## src/rtl/cnt_sched_pkg.sv

```systemverilog
// Shared state type, limits and helpers for the counter scheduler.
// Arbitration mode is chosen with the CNT_SCHED_RR_EN macro (see counter_scheduler).
package cnt_sched_pkg;

    localparam int unsigned NREQ_MAX = 8;
    localparam int unsigned CW_DEF   = 4;

    typedef enum logic [1:0] {
        IDLE = 2'd0,
        RUN  = 2'd1,
        DONE = 2'd2
    } cnt_sched_state_t;

    // Width of a requester index; never below one bit.
    function automatic int unsigned ptr_width(input int unsigned n);
        return (n > 1) ? $clog2(n) : 1;
    endfunction

endpackage

```

## src/rtl/cnt_sched_arbiter.sv

```systemverilog
// Combinational request arbiter: one-hot winner plus its index.
// CNT_SCHED_RR_EN selects round-robin from i_ptr; otherwise lowest index wins.
module cnt_sched_arbiter
    import cnt_sched_pkg::*;
#(
    parameter int unsigned NREQ = 4,
    parameter int unsigned PW   = ptr_width(NREQ)
) (
    input  logic [NREQ-1:0] i_req,
    input  logic [PW-1:0]   i_ptr,
    output logic [NREQ-1:0] o_win,
    output logic [PW-1:0]   o_idx
);

    logic w_found;

`ifdef CNT_SCHED_RR_EN
    logic [PW-1:0] w_cand;

    // Walk upward from the pointer, wrapping at NREQ; first asserted request wins.
    always_comb begin
        o_win   = '0;
        o_idx   = '0;
        w_found = 1'b0;
        w_cand  = '0;
        for (int unsigned k = 0; k < NREQ; k++) begin
            w_cand = PW'((32'(i_ptr) + k) % NREQ);
            if (!w_found && i_req[w_cand]) begin
                o_win[w_cand] = 1'b1;
                o_idx         = w_cand;
                w_found       = 1'b1;
            end
        end
    end
`else
    // Pointer has no meaning under fixed priority.
    logic w_unused_ptr;
    assign w_unused_ptr = ^i_ptr;

    always_comb begin
        o_win   = '0;
        o_idx   = '0;
        w_found = 1'b0;
        for (int unsigned k = 0; k < NREQ; k++) begin
            if (!w_found && i_req[k]) begin
                o_win[k] = 1'b1;
                o_idx    = PW'(k);
                w_found  = 1'b1;
            end
        end
    end
`endif

endmodule

```

## src/rtl/counter_scheduler.sv

```systemverilog
// Time-shares one internal up-counter among NREQ requesters, one interval per grant.
// Define CNT_SCHED_RR_EN for round-robin arbitration; default is fixed priority.
module counter_scheduler
    import cnt_sched_pkg::*;
#(
    parameter int unsigned NREQ = 4,
    parameter int unsigned CW   = CW_DEF
) (
    input  logic               clock,
    input  logic               reset_n,
    input  logic [NREQ-1:0]    req,
    input  logic [NREQ*CW-1:0] len,
    output logic [NREQ-1:0]    gnt,
    output logic [NREQ-1:0]    done,
    output logic               busy,
    output logic [CW-1:0]      count
);

    localparam int unsigned PW = ptr_width(NREQ);

    cnt_sched_state_t r_state;
    cnt_sched_state_t w_state_nxt;
    logic [CW-1:0]    r_target;
    logic [CW-1:0]    w_target_nxt;
    logic [CW-1:0]    r_count;
    logic [CW-1:0]    w_count_nxt;
    logic [NREQ-1:0]  r_gnt;
    logic [NREQ-1:0]  w_gnt_nxt;
    logic [NREQ-1:0]  r_done;
    logic [NREQ-1:0]  w_done_nxt;
    logic             r_busy;
    logic             w_busy_nxt;
    logic [PW-1:0]    r_owner;
    logic [PW-1:0]    w_owner_nxt;

    logic [NREQ-1:0]  w_win;
    logic [PW-1:0]    w_idx;
    logic [PW-1:0]    w_ptr;
    logic [CW-1:0]    w_len_sel;

    cnt_sched_arbiter #(
        .NREQ (NREQ),
        .PW   (PW)
    ) u_arb (
        .i_req (req),
        .i_ptr (w_ptr),
        .o_win (w_win),
        .o_idx (w_idx)
    );

    assign w_len_sel = len[32'(w_idx)*CW +: CW];

`ifdef CNT_SCHED_RR_EN
    logic [PW-1:0] r_ptr;

    // Pointer advances past the winner on every grant only.
    always_ff @(posedge clock or negedge reset_n) begin
        if (!reset_n) begin
            r_ptr <= '0;
        end else if (r_state == IDLE && (|req)) begin
            r_ptr <= (32'(w_idx) == NREQ - 1) ? '0 : w_idx + PW'(1);
        end
    end

    assign w_ptr = r_ptr;
`else
    assign w_ptr = '0;
`endif

    always_ff @(posedge clock or negedge reset_n) begin
        if (!reset_n) begin
            r_state  <= IDLE;
            r_target <= '0;
            r_count  <= '0;
            r_gnt    <= '0;
            r_done   <= '0;
            r_busy   <= 1'b0;
            r_owner  <= '0;
        end else begin
            r_state  <= w_state_nxt;
            r_target <= w_target_nxt;
            r_count  <= w_count_nxt;
            r_gnt    <= w_gnt_nxt;
            r_done   <= w_done_nxt;
            r_busy   <= w_busy_nxt;
            r_owner  <= w_owner_nxt;
        end
    end

    // Next-state and registered-output values; abort is tested before completion.
    always_comb begin
        w_state_nxt  = r_state;
        w_target_nxt = r_target;
        w_count_nxt  = r_count;
        w_gnt_nxt    = r_gnt;
        w_done_nxt   = '0;
        w_busy_nxt   = r_busy;
        w_owner_nxt  = r_owner;
        case (r_state)
            IDLE: begin
                if (|req) begin
                    w_state_nxt  = RUN;
                    w_target_nxt = w_len_sel;
                    w_count_nxt  = '0;
                    w_gnt_nxt    = w_win;
                    w_owner_nxt  = w_idx;
                    w_busy_nxt   = 1'b1;
                end
            end
            RUN: begin
                if (!req[r_owner]) begin
                    w_state_nxt = IDLE;
                    w_gnt_nxt   = '0;
                    w_count_nxt = '0;
                    w_busy_nxt  = 1'b0;
                end else if (r_count == r_target) begin
                    w_state_nxt = DONE;
                    w_gnt_nxt   = '0;
                    w_done_nxt  = r_gnt;
                end else begin
                    w_count_nxt = r_count + CW'(1);
                end
            end
            DONE: begin
                w_state_nxt = IDLE;
                w_busy_nxt  = 1'b0;
            end
            default: begin
                w_state_nxt = IDLE;
                w_gnt_nxt   = '0;
                w_busy_nxt  = 1'b0;
            end
        endcase
    end

    assign gnt   = r_gnt;
    assign done  = r_done;
    assign busy  = r_busy;
    assign count = r_count;

endmodule

```

## config.mk

```make
export PLATFORM = sky130hd
export DESIGN_NAME = counter_scheduler
export DESIGN_NICKNAME = d
export VERILOG_FILES = /design/src/rtl/cnt_sched_pkg.sv /design/src/rtl/cnt_sched_arbiter.sv /design/src/rtl/counter_scheduler.sv
export SDC_FILE = /design/constraint.sdc
export NUM_CORES = 1
export LEC_CHECK = 0
export ABC_AREA = 1
export BUFFER_PORTS_ARGS = -buffer_cell sky130_fd_sc_hd__buf_2
export CORE_UTILIZATION = 54
export CTS_BUF_LIST = sky130_fd_sc_hd__clkbuf_4
export DETAILED_ROUTE_END_ITERATION = 7
export GPL_TIMING_DRIVEN = 0
export PLACE_DENSITY = 0.85
export SLEW_MARGIN = 20
export SYNTH_ARGS = -nofsm -noshare
export SYNTH_HDL_FRONTEND = slang
export SYNTH_HIERARCHICAL = 1
export SYNTH_SLANG_ARGS = --single-unit
```

## constraint.sdc

```tcl
create_clock -name clock -period 1.8 [get_ports clock]
set_clock_uncertainty 0.1 [all_clocks]
set_input_delay 0.18 -clock clock [delete_from_list [all_inputs] [get_ports clock]]
set_output_delay 0.18 -clock clock [all_outputs]
set_load 0.03 [all_outputs]
```

### Word level (Yosys, flattened, before mapping)

Index checks and enable logic that the tools add are counted.

| storage, ports and cells | value |
|---|---|
| logic and storage cells | 61 |
| bits in registers | 21 |
| bits of input ports | 22 |
| output and inout bits | 13 |

| cells by class | value |
|---|---|
| shift-type cells | 1 |
| order comparisons | 1 |
| reductions and logical operators | 14 |
| equality and inequality tests | 7 |
| bitwise operators | 1 |
| add/sub/neg operators | 1 |
| multiplexer cells | 29 |

Operators with widths:

| operator | count |
|---|---|
| $mux W4 | 9 |
| $shiftx A16 B5 Y4 | 1 |
| $pmux W4 S3 | 1 |
| $mux W1 | 10 |
| $mux W2 | 5 |
| $pmux W4 S2 | 1 |
| $ne A3 B3 Y1 const B | 2 |
| $reduce_and A2 Y1 | 3 |
| $reduce_and A3 Y1 | 2 |
| $add A4 B1 Y4 const B | 1 |
| $eq A4 B4 Y1 | 1 |
| $ne A2 B2 Y1 const B | 2 |
| $pmux W2 S2 | 1 |
| $reduce_or A4 Y1 | 1 |
| $logic_and A1 B1 Y1 | 3 |
| $logic_not A1 Y1 | 3 |
| $lt A2 B3 Y1 const B | 1 |
| $bmux W1 S2 | 1 |
| $eq A2 B1 Y1 const B | 1 |
| $eq A2 B2 Y1 const B | 1 |
| $logic_not A2 Y1 | 1 |
| $pmux W1 S2 | 1 |
| $reduce_bool A2 Y1 | 1 |
| $not A1 Y1 | 1 |

### Longest topological paths before layout

Gate-level depths: netlist of run 1.

| logic depth | value |
|---|---|
| depth after elaboration | 12 |
| mapped depth | 10 |
| gate-level depth less buffers | 10 |

### Hierarchy

Netlist of run 1, hierarchy kept.

Modules (own cells, without submodules):

| module | sequential area each (um^2) | area an instance (um^2) | times used | cells an instance |
|---|---|---|---|---|
| counter_scheduler | 525.5 | 1217.4 | 1 | 154 |
| cnt_sched_arbiter | 0.0 | 58.8 | 1 | 13 |

### Least setup slack after synthesis of run 1

No wires, ideal clock.

| timing | value |
|---|---|
| path kind | register to register |
| from | register r_count[0], in the netlist count[0] |
| to | register r_count[2], in the netlist count[2] |
| stages on the path, launching flop included | 11 |
| buffers on the path | 0 |
| library setup time | 66 ps |
| slack | 354 ps |
| period minus slack after synthesis | 1446 ps |
| data arrival time | 1280 ps |
| data required time | 1634 ps |
| path through | dfrtp_1 -> inv_1 -> nand2_1 -> nand2_1 -> nor2_1 -> nand2_2 -> inv_2 -> nand2_4 -> nand2_4 -> nand2_1 -> nand2_1 |

| between the ends | value |
|---|---|
| word-level cells in the longest chain between the ends | 4 |
| elaborated cells on any way between the ends | 7 |
| those cells by class | 1 x add/sub; 2 x eq/ne; 3 x mux; 1 x reduce/logical |

RTL lines:

| item | line | text |
|---|---|---|
| from (decl) | counter_scheduler.sv:25 | `logic [CW-1:0] r_count;` |
| from (signal assigned) | counter_scheduler.sv:82 | `r_count <= w_count_nxt;` |
| $add A4 B1 Y4 | counter_scheduler.sv:121 | `w_count_nxt = r_count + CW'(1);` |
| $mux W4 | counter_scheduler.sv:116 | `end else if (r_count == r_target) begin` |
| $mux W4 | counter_scheduler.sv:111 | `if (!req[r_owner]) begin` |
| $pmux W4 S2 | counter_scheduler.sv:99 | `case (r_state)` |

Several ways; a longest one is shown, not always the timed one. The select of a mux whose other input is x is not followed.
A chain may end at the register's enable or synchronous reset.

### Final worst setup path of run 1

| timing | value |
|---|---|
| from | register r_state[1] |
| to | register r_gnt[3], in the netlist gnt[3] |

| between the ends | value |
|---|---|
| word-level cells in the longest chain between the ends | 3 |
| elaborated cells on any way between the ends | 8 |
| those cells by class | 4 x eq/ne; 1 x mux; 1 x bitwise; 2 x reduce/logical |

RTL lines:

| item | line | text |
|---|---|---|
| from (decl) | counter_scheduler.sv:21 | `cnt_sched_state_t r_state;` |
| from (signal assigned) | counter_scheduler.sv:80 | `r_state <= w_state_nxt;` |
| $eq A2 B1 Y1 (tied with other cells) | counter_scheduler.sv:99 |  |
| $ne A3 B3 Y1 (no source line) (tied with other cells) | - |  |
| $reduce_and A3 Y1 (no source line) | - |  |
| to (signal assigned) | counter_scheduler.sv:83 | `r_gnt <= w_gnt_nxt;` |
| to (decl) | counter_scheduler.sv:27 | `logic [NREQ-1:0] r_gnt;` |

Several ways; a longest one is shown, not always the timed one.

==> impl_metrics.tcl, run 1 <==
set metrics [dict create \
    finalMaxSlewViolations 0 \
    syn_area_per_cell_um2 7.67 \
    p_comb_share_pct 53.6 \
    drt_wl_total_mm 2.81 \
    drc_errors 0 \
    post-dp-hpwl_mm 2.15 \
    firstDrtPassIters 4 \
    max_slew_margin_pct 68.9 \
    swShare_pct 47.4 \
    ff2ff_setup_slack_ns 0.30 \
    clk_pin_slew_ns 0.12 \
    ir_drop_v 0.00109 \
    post_cts_buffers 0 \
    place_area_um2 1480 \
    area_delta_synth_final_pct 19.3 \
    syn-num-nets 189 \
    post_cts_resized 0 \
    setup_viol 0 \
    place_ws_ns 0.227 \
    io_pins 35 \
    setup_slack_ns 0.297 \
    via_per_inst 5.00 \
    die_w_um 50.5 \
    rr_endpoint "gnt[3]$_DFFE_PN0P_" \
    grt_max_degree 22 \
    syn_inst 166 \
    cts_buffer_depth 2 \
    fin_area_um2 1520 \
    vias 1166 \
    layout_commonest_cell "nand2_1" \
    grt_overflow_total 0 \
    cp.arrival_ns 1.62 \
    final_core_util_pct 68.6 \
    antenna_left 0 \
    antennaDiodeCount 0 \
    status "finished, final reports clean" \
    grtUsageTotal_pct 25.3 \
    die_h_um 50.5 \
    met1_usage_pct 27.5 \
    p_clk_share_pct 11.9 \
    p_int_mw 1.11 \
    maxCapViolations 0 \
    critPathKind "reg2reg" \
    placement_rows 17 \
    grtUsageMet2_pct 48.2 \
    p_leak_nw 0.873 \
    drive_gt1_share_pct 32.2 \
    clockRootBuffer "clkbuf_4" \
    p_switching_mw 1.00 \
    io_buffers 34 \
    cts_htree_levels 1 \
    cp-end-kind "flip-flop" \
    power.density_nw_per_um2 1390 \
    sequentialPowerShare_pct 34.5 \
    fmax_ghz 0.665 \
    clk_latency_ns 0.31 \
    gp_congestion 0.793 \
    num-nets-final 229 \
    hp-class "in2reg" \
    start_util_pct 57.5 \
    crit_start "r_state[1]$_DFFE_PN0P_" \
    critPathMaxFanout 10 \
    postCtsHoldBufs 1 \
    cts_tree "done" \
    fin_crit_sh_pct 83.5 \
    tns_ns 0 \
    reg2reg_depth 7 \
    min_period_ns 1.50 \
    drt_first_iter_violations 19 \
    nFillCells 199 \
    wl_per_cell_um 12.1 \
    numCtsBuffers 3 \
    r2r_start "r_state[1]$_DFFE_PN0P_" \
    final_cell_mix "nand2_1, buf_2, inv_1, dfrtp_1, nor2_1" \
    grt_antenna_before_repair 0 \
    whs_ns 0.0900 \
    rsz0062_at_grt "no" \
    hold_viol 0 \
    tightest_slew_ns 0.466 \
    grt_pass1_vias 1108 \
    coreArea_um2 2210 \
    syn_area_um2 1270 \
    dieArea_um2 2550 \
    required_ns 1.91 \
    busiest_layer "met2" \
    yosys_warnings 6 \
    startpoint_type "flip-flop" \
    gr-usage-met3_pct 3.33 \
    grt_pass1_wl_mm 4.77 \
    crit_end "gnt[3]$_DFFE_PN0P_" \
    clkSinkCount 21 \
]
==> power by group through the flow <==
stage                     registers (mW)  logic [mW]  clock network [mW]
final                              0.728        1.13               0.252
after global routing               0.742        1.26               0.264
after CTS                          0.724        1.14               0.252
after detailed placement           0.733        1.12                   0
after global placement             0.720        1.07                   0
after floorplan                    0.812       0.792                   0
==> sequential cells by signal (all words and copies together) (netlist names) <==
name	cells
busy	1
count	4
done	4
gnt	4
r_owner	2
r_state	2
r_target	4
==> how the worst min path moves through the flow <==
stage / from / end / cells past startpoint
floorplan: reset_n / busy$_DFFE_PN0P_ / 0
global placement: reset_n / count[2]$_DFFE_PN0P_ / 1
detailed placement: reset_n / count[1]$_DFFE_PN0P_ / 1
CTS: req[0] / gnt[1]$_DFFE_PN0P_ / 4
global route: req[0] / gnt[1]$_DFFE_PN0P_ / 4
finish: req[0] / gnt[1]$_DFFE_PN0P_ / 4
==> layer usage <==
metal | routed length (um) | up-vias
li1 | - | 592
met1 | 1120 | 530
met2 | 1540 | 39
met3 | 114 | 5
met4 | 42 | 0
met5 | 0 | -
==> layout make-up <==
class                   instances  area [um^2]  area share [%]
inverters                      28          108            7.09
well taps                      28         35.0            2.31
multi-input cells             114          607            40.0
plain buffers                   3         32.5            2.14
clock buffers                   4         30.0            1.98
flip-flops and latches         21          526            34.6
repair buffers                 35          180            11.9
==> stage by stage <==
stage | power, mW | instances
floorplan | 1.60 | 166
global placement | 1.79 | 228
detailed placement | 1.85 | 228
CTS | 2.12 | 233
global route | 2.26 | 233
finish | 2.11 | 233
==> critical path, stage by stage (launching register included) <==
cell     delay [ns]
dfrtp_1        0.49
nor2_4         0.17
nand3_2        0.15
nand3_4        0.18
inv_4          0.06
buf_12         0.14
nand2_1        0.05
nand2_1        0.06
(Power assumes the default switching activity.)
==> run 2, diff against run 1 <==
- clock period: 1.8 -> 1.5 ns (I/O delays scaled with it)
==> run 2 against run 1 <==
Via count grew 3.9%. Sequential share of layout area increased by 0.21 points. Power grew 21%. Utilization is 0.57 points higher. Flip-flop and latch count unchanged. Clock power grew 22%. Register-to-register slack worse by 0.22 ns. Worst setup slack got worse by 0.22 ns. Die area unchanged. First-iteration DRC count decreased by 21%. Clock-buffer cell count unchanged. Cell area is 0.82% higher. Largest cell class unchanged.
==> impl_metrics.tcl, run 2 (synthesis gave the netlist of run 1 again) <==
set metrics [dict create \
    area_delta_synth_final_pct 20.3 \
    die_w_um 50.5 \
    clk_pin_slew_ns 0.13 \
    maxCapViolations 0 \
    setup_slack_ns 0.0754 \
    gp_congestion 0.793 \
    wl_per_cell_um 12.4 \
    die_h_um 50.5 \
    drt_wl_total_mm 2.91 \
    fin_crit_sh_pct 95.0 \
    antenna_left 0 \
    antennaDiodeCount 0 \
    startpoint_type "flip-flop" \
    power_mw 2.55 \
    cp-end-kind "flip-flop" \
    p_clk_share_pct 12.1 \
    p_comb_share_pct 53.3 \
    numCtsBuffers 3 \
    tightest_slew_ns 0.466 \
    place_area_um2 1480 \
    p_leak_nw 0.864 \
    drive_gt1_share_pct 37.9 \
    whs_ns 0.0558 \
    min_period_ns 1.42 \
    grt_pass1_vias 1108 \
    required_ns 1.65 \
    final_core_util_pct 69.2 \
    grt_max_degree 22 \
    grt_pass1_wl_mm 4.77 \
    dp_cells 228 \
    start_util_pct 57.5 \
    fmax_ghz 0.702 \
    power.density_nw_per_um2 1670 \
    firstDrtPassIters 4 \
    vias 1212 \
    clockRootBuffer "clkbuf_4" \
    grt_antenna_before_repair 0 \
    placement_rows 17 \
    critPathMaxFanout 7 \
    io_pins 35 \
    cts_tree "done" \
    p_switching_mw 1.23 \
    sequentialPowerShare_pct 34.7 \
    nFillCells 194 \
    ir_drop_v 0.000845 \
    max_slew_margin_pct 68.9 \
    via_per_inst 5.18 \
    drt_first_iter_violations 15 \
    num-nets-final 230 \
    fin_cells 234 \
    io_buffers 34 \
    hold_viol 0 \
    swShare_pct 48.3 \
    finalMaxSlewViolations 0 \
    hp-class "in2reg" \
    dieArea_um2 2550 \
    p_int_mw 1.32 \
    critPathKind "reg2reg" \
    setup_viol 0 \
    drc_errors 0 \
    fin_area_um2 1530 \
    status "finished, final reports clean" \
    layout_commonest_cell "nand2_1" \
    place_ws_ns -0.0429 \
    tns_ns 0 \
    cp.arrival_ns 1.58 \
    grt_overflow_total 0 \
    cts_buffer_depth 2 \
    cts_htree_levels 1 \
    grtUsageTotal_pct 25.3 \
    coreArea_um2 2210 \
    final_cell_mix "nand2_1, buf_2, inv_1, nor2_1, dfrtp_1" \
    post-dp-hpwl_mm 2.15 \
    clk_latency_ns 0.31 \
    clkSinkCount 21 \
]
==> run 2: changes by cell type in the layout (fill, tap and decap cells not counted), sizes merged <==
cell  previous run  this run
buf             37        38
==> run 2: worst paths after layout <==
kind / startpoint / endpoint / slack (ns) / depth (start not counted)
worst max-delay path: count[0]$_DFFE_PN0P_ / count[0]$_DFFE_PN0P_ / 0.08 / 9
worst min-delay path: req[0] / gnt[1]$_DFFE_PN0P_ / 0.06 / 4
worst max register to register: count[0]$_DFFE_PN0P_ / count[0]$_DFFE_PN0P_ / 0.08 / 9
worst min register to register: gnt[0]$_DFFE_PN0P_ / gnt[0]$_DFFE_PN0P_ / 0.42 / 2
max in group asynchronous: reset_n / count[3]$_DFFE_PN0P_ / 0.74 / 2
min in group asynchronous: reset_n / done[2]$_DFF_PN0_ / 0.22 / 2
==> run 2: cell type report <==
| cell class | instances | area [um^2] | share of cell area, % |
|---|---|---|---|
| Multi-Input combinational cell | 114 | 617 | 40.3 |
| Sequential cell | 21 | 533 | 34.8 |
| Timing Repair Buffer | 37 | 195 | 12.8 |
| Inverter | 28 | 108 | 7.03 |
| Tap cell | 28 | 35.0 | 2.29 |
| Clock buffer | 4 | 30.0 | 1.96 |
| Buffer | 2 | 12.5 | 0.818 |
==> run 2: worst max-delay path, stage by stage (launching register included) <==
cell and delay, ns:
dfrtp_2 0.47, nand2_1 0.10, nand2_1 0.09, nor2_2 0.15, nand2_2 0.12, inv_2 0.08
nand2_4 0.07, nand2_4 0.07, nand2_1 0.05, nand2_1 0.06
==> run 2: repair_timing <==
action,in CTS,in global routing
gates resized for setup,1,10
buffers inserted,0,2
endpoints found under the setup margin,1,13
pin swaps,0,3
gates cloned,0,0
hold buffers,1,0
endpoints found under the hold margin,21,0
==> run 2: per-layer routing <==
layer	up-vias	part of all wire, %	wire length [um]	global-route usage (%)
met5	-	0	0	0
met4	0	3.1	91	11.1
met3	13	4.1	119	3.33
met2	48	54	1560	48.2
met1	556	39	1140	27.5
li1	595	-	-	-
==> run 2: power by group through the flow <==
stage / Clock (mW) / Combinational [mW] / Sequential [mW]
5_1_grt: 0.316 / 1.52 / 0.901
6_report: 0.308 / 1.36 / 0.885
2_1_floorplan: 0 / 0.950 / 0.974
3_3_place_gp: 0 / 1.29 / 0.865
3_5_place_dp: 0 / 1.34 / 0.879
4_1_cts: 0.303 / 1.37 / 0.871
==> run 3, diff against run 2 <==
- CAP_MARGIN: unset -> 20
- CORE_UTILIZATION: 54 -> 57
- PLACE_DENSITY: 0.85 -> 0.89
- clock period: 1.5 -> 1.8 ns (I/O delays scaled with it)
==> run 3 against run 2 <==
Final cell count fell by 0.85%. Critical path type unchanged. Cell area fell by 0.90%. Register-to-register slack improved by 0.16 ns. Highest routed layer unchanged. Sequential share of layout area fell by 0.18 points. Flip-flop and latch count did not move. Worst hold slack improved by 0.027 ns.
==> impl_metrics.tcl, run 3 (synthesis gave the netlist of run 1 again) <==
set metrics [dict create \
    min_period_ns 1.56 \
    grt_pass1_vias 1141 \
    rsz0062_at_grt "no" \
    grt_pass1_wl_mm 4.95 \
    fin_cells 232 \
    drive_gt1_share_pct 32.2 \
    cpMostUsedCell "nand2_1" \
    ir_drop_v 0.000844 \
    placement_rows 16 \
    cpLargestDelayFamily "simple AND/OR/NAND/NOR gates" \
    max_slew_margin_pct 69.7 \
    clkSinkCount 21 \
    layout_commonest_cell "nand2_1" \
    cts_htree_levels 1 \
    fmax_ghz 0.639 \
    startpoint_type "flip-flop" \
    io_pins 35 \
    area_delta_synth_final_pct 19.2 \
    maxCapViolations 0 \
    die_w_um 49.3 \
    setup_viol 0 \
    io_buffers 34 \
    num-nets-final 229 \
    grtUsageTotal_pct 27.0 \
    gp_congestion 0.836 \
    tns_ns 0 \
    required_ns 1.95 \
    antenna_left 0 \
    clockRootBuffer "clkbuf_4" \
    cts_buffer_depth 2 \
    critPathSlowestCell "dfrtp_1" \
    status "finished, final reports clean" \
    critPathKind "reg2reg" \
    hp-class "in2reg" \
    path_cells "inv_1, nand2_1, nand2_1, nor2_1, nand2_2, inv_2, nand2_4, nand2_4, nand2_1, nand2_1" \
    post-dp-hpwl_mm 2.13 \
    post_cts_resized 0 \
    hold_viol 0 \
    cp.arrival_ns 1.71 \
    power_mw 2.11 \
    p_leak_nw 0.869 \
    drt_first_iter_violations 37 \
    clk_latency_ns 0.31 \
    cp-end-kind "flip-flop" \
    grt_overflow_total 0 \
    antennaDiodeCount 0 \
    critPathMaxFanout 7 \
    power.density_nw_per_um2 1390 \
    drc_errors 0 \
    drt_wl_total_mm 2.87 \
    start_util_pct 62.9 \
    firstDrtPassIters 4 \
    final_cell_mix "nand2_1, buf_2, inv_1, dfrtp_1, nor2_1" \
    dp_cells 227 \
    grt_antenna_before_repair 0 \
    clk_pin_slew_ns 0.12 \
    numCtsBuffers 3 \
    fin_crit_sh_pct 86.9 \
    via_per_inst 5.16 \
    crit_buf_inv 2 \
    finalMaxSlewViolations 0 \
    wl_per_cell_um 12.4 \
    die_h_um 49.3 \
    vias 1198 \
    whs_ns 0.0830 \
    dieArea_um2 2430 \
    crit_path_max_incr_delay_ns 0.47 \
    coreArea_um2 2020 \
    nFillCells 161 \
    tightest_slew_ns 0.454 \
    grt_max_degree 22 \
    cts_tree "done" \
]
-- run 3: area by class of cell --
cell class | count | area (um^2) | share of cell area (%)
plain buffers | 3 | 32.5 | 2.15
clock buffers | 3 | 22.5 | 1.49
clock inverters | 1 | 7.51 | 0.495
inverters | 28 | 108 | 7.10
multi-input cells | 114 | 607 | 40.0
flip-flops and latches | 21 | 526 | 34.7
well taps | 27 | 33.8 | 2.23
repair buffers | 35 | 180 | 11.9
-- run 3: power breakdown --
part	internal [mW]	leakage, nW	total, mW	switching, mW
Sequential	0.608	0.277	0.737	0.129
Clock	0.0848	0.0139	0.234	0.149
Combinational	0.401	0.577	1.14	0.737
Total	1.09	0.869	2.11	1.02
-- run 3: metal layers --
layer	up-vias	part of all wire (%)	global-route usage, %
li1	588	-	-
met3	10	6.0	1.87
met2	65	51	48.4
met1	535	40	31.2
met5	-	0	0
met4	0	3.2	15.7
-- run 3: worst paths after layout --
path | start | end | slack (ns) | cells past startpoint
max | count[1]$_DFFE_PN0P_ | count[2]$_DFFE_PN0P_ | 0.24 | 10
min | req[0] | gnt[1]$_DFFE_PN0P_ | 0.08 | 4
max reg2reg | count[1]$_DFFE_PN0P_ | count[2]$_DFFE_PN0P_ | 0.24 | 10
min reg2reg | busy$_DFFE_PN0P_ | busy$_DFFE_PN0P_ | 0.39 | 2
max in group asynchronous | reset_n | count[2]$_DFFE_PN0P_ | 1.05 | 2
min in group asynchronous | reset_n | done[0]$_DFF_PN0_ | 0.23 | 2
-- run 3: worst register-to-register path, delay by kind of cell (launching register included) --
kind / cells / cell delay, ns
buffers and inverters: 2 / 0.19
DFF: 1 / 0.47
and+or+nand+nor: 8 / 0.76
-- run 3: timing repair --
item,CTS,global route
buffers inserted,0,0
hold buffers,1,0
endpoints found under the hold margin,21,0
-- run 3: stage by stage --
stage	util, %	worst slack [ns]	instance area [um^2]
2_1_floorplan	-	0.354	1270
3_3_place_gp	73.0	0.324	1480
3_5_place_dp	73.0	0.221	1480
4_1_cts	75.0	0.303	1520
5_1_grt	75.0	0.123	1520
6_report	75.0	0.236	1520
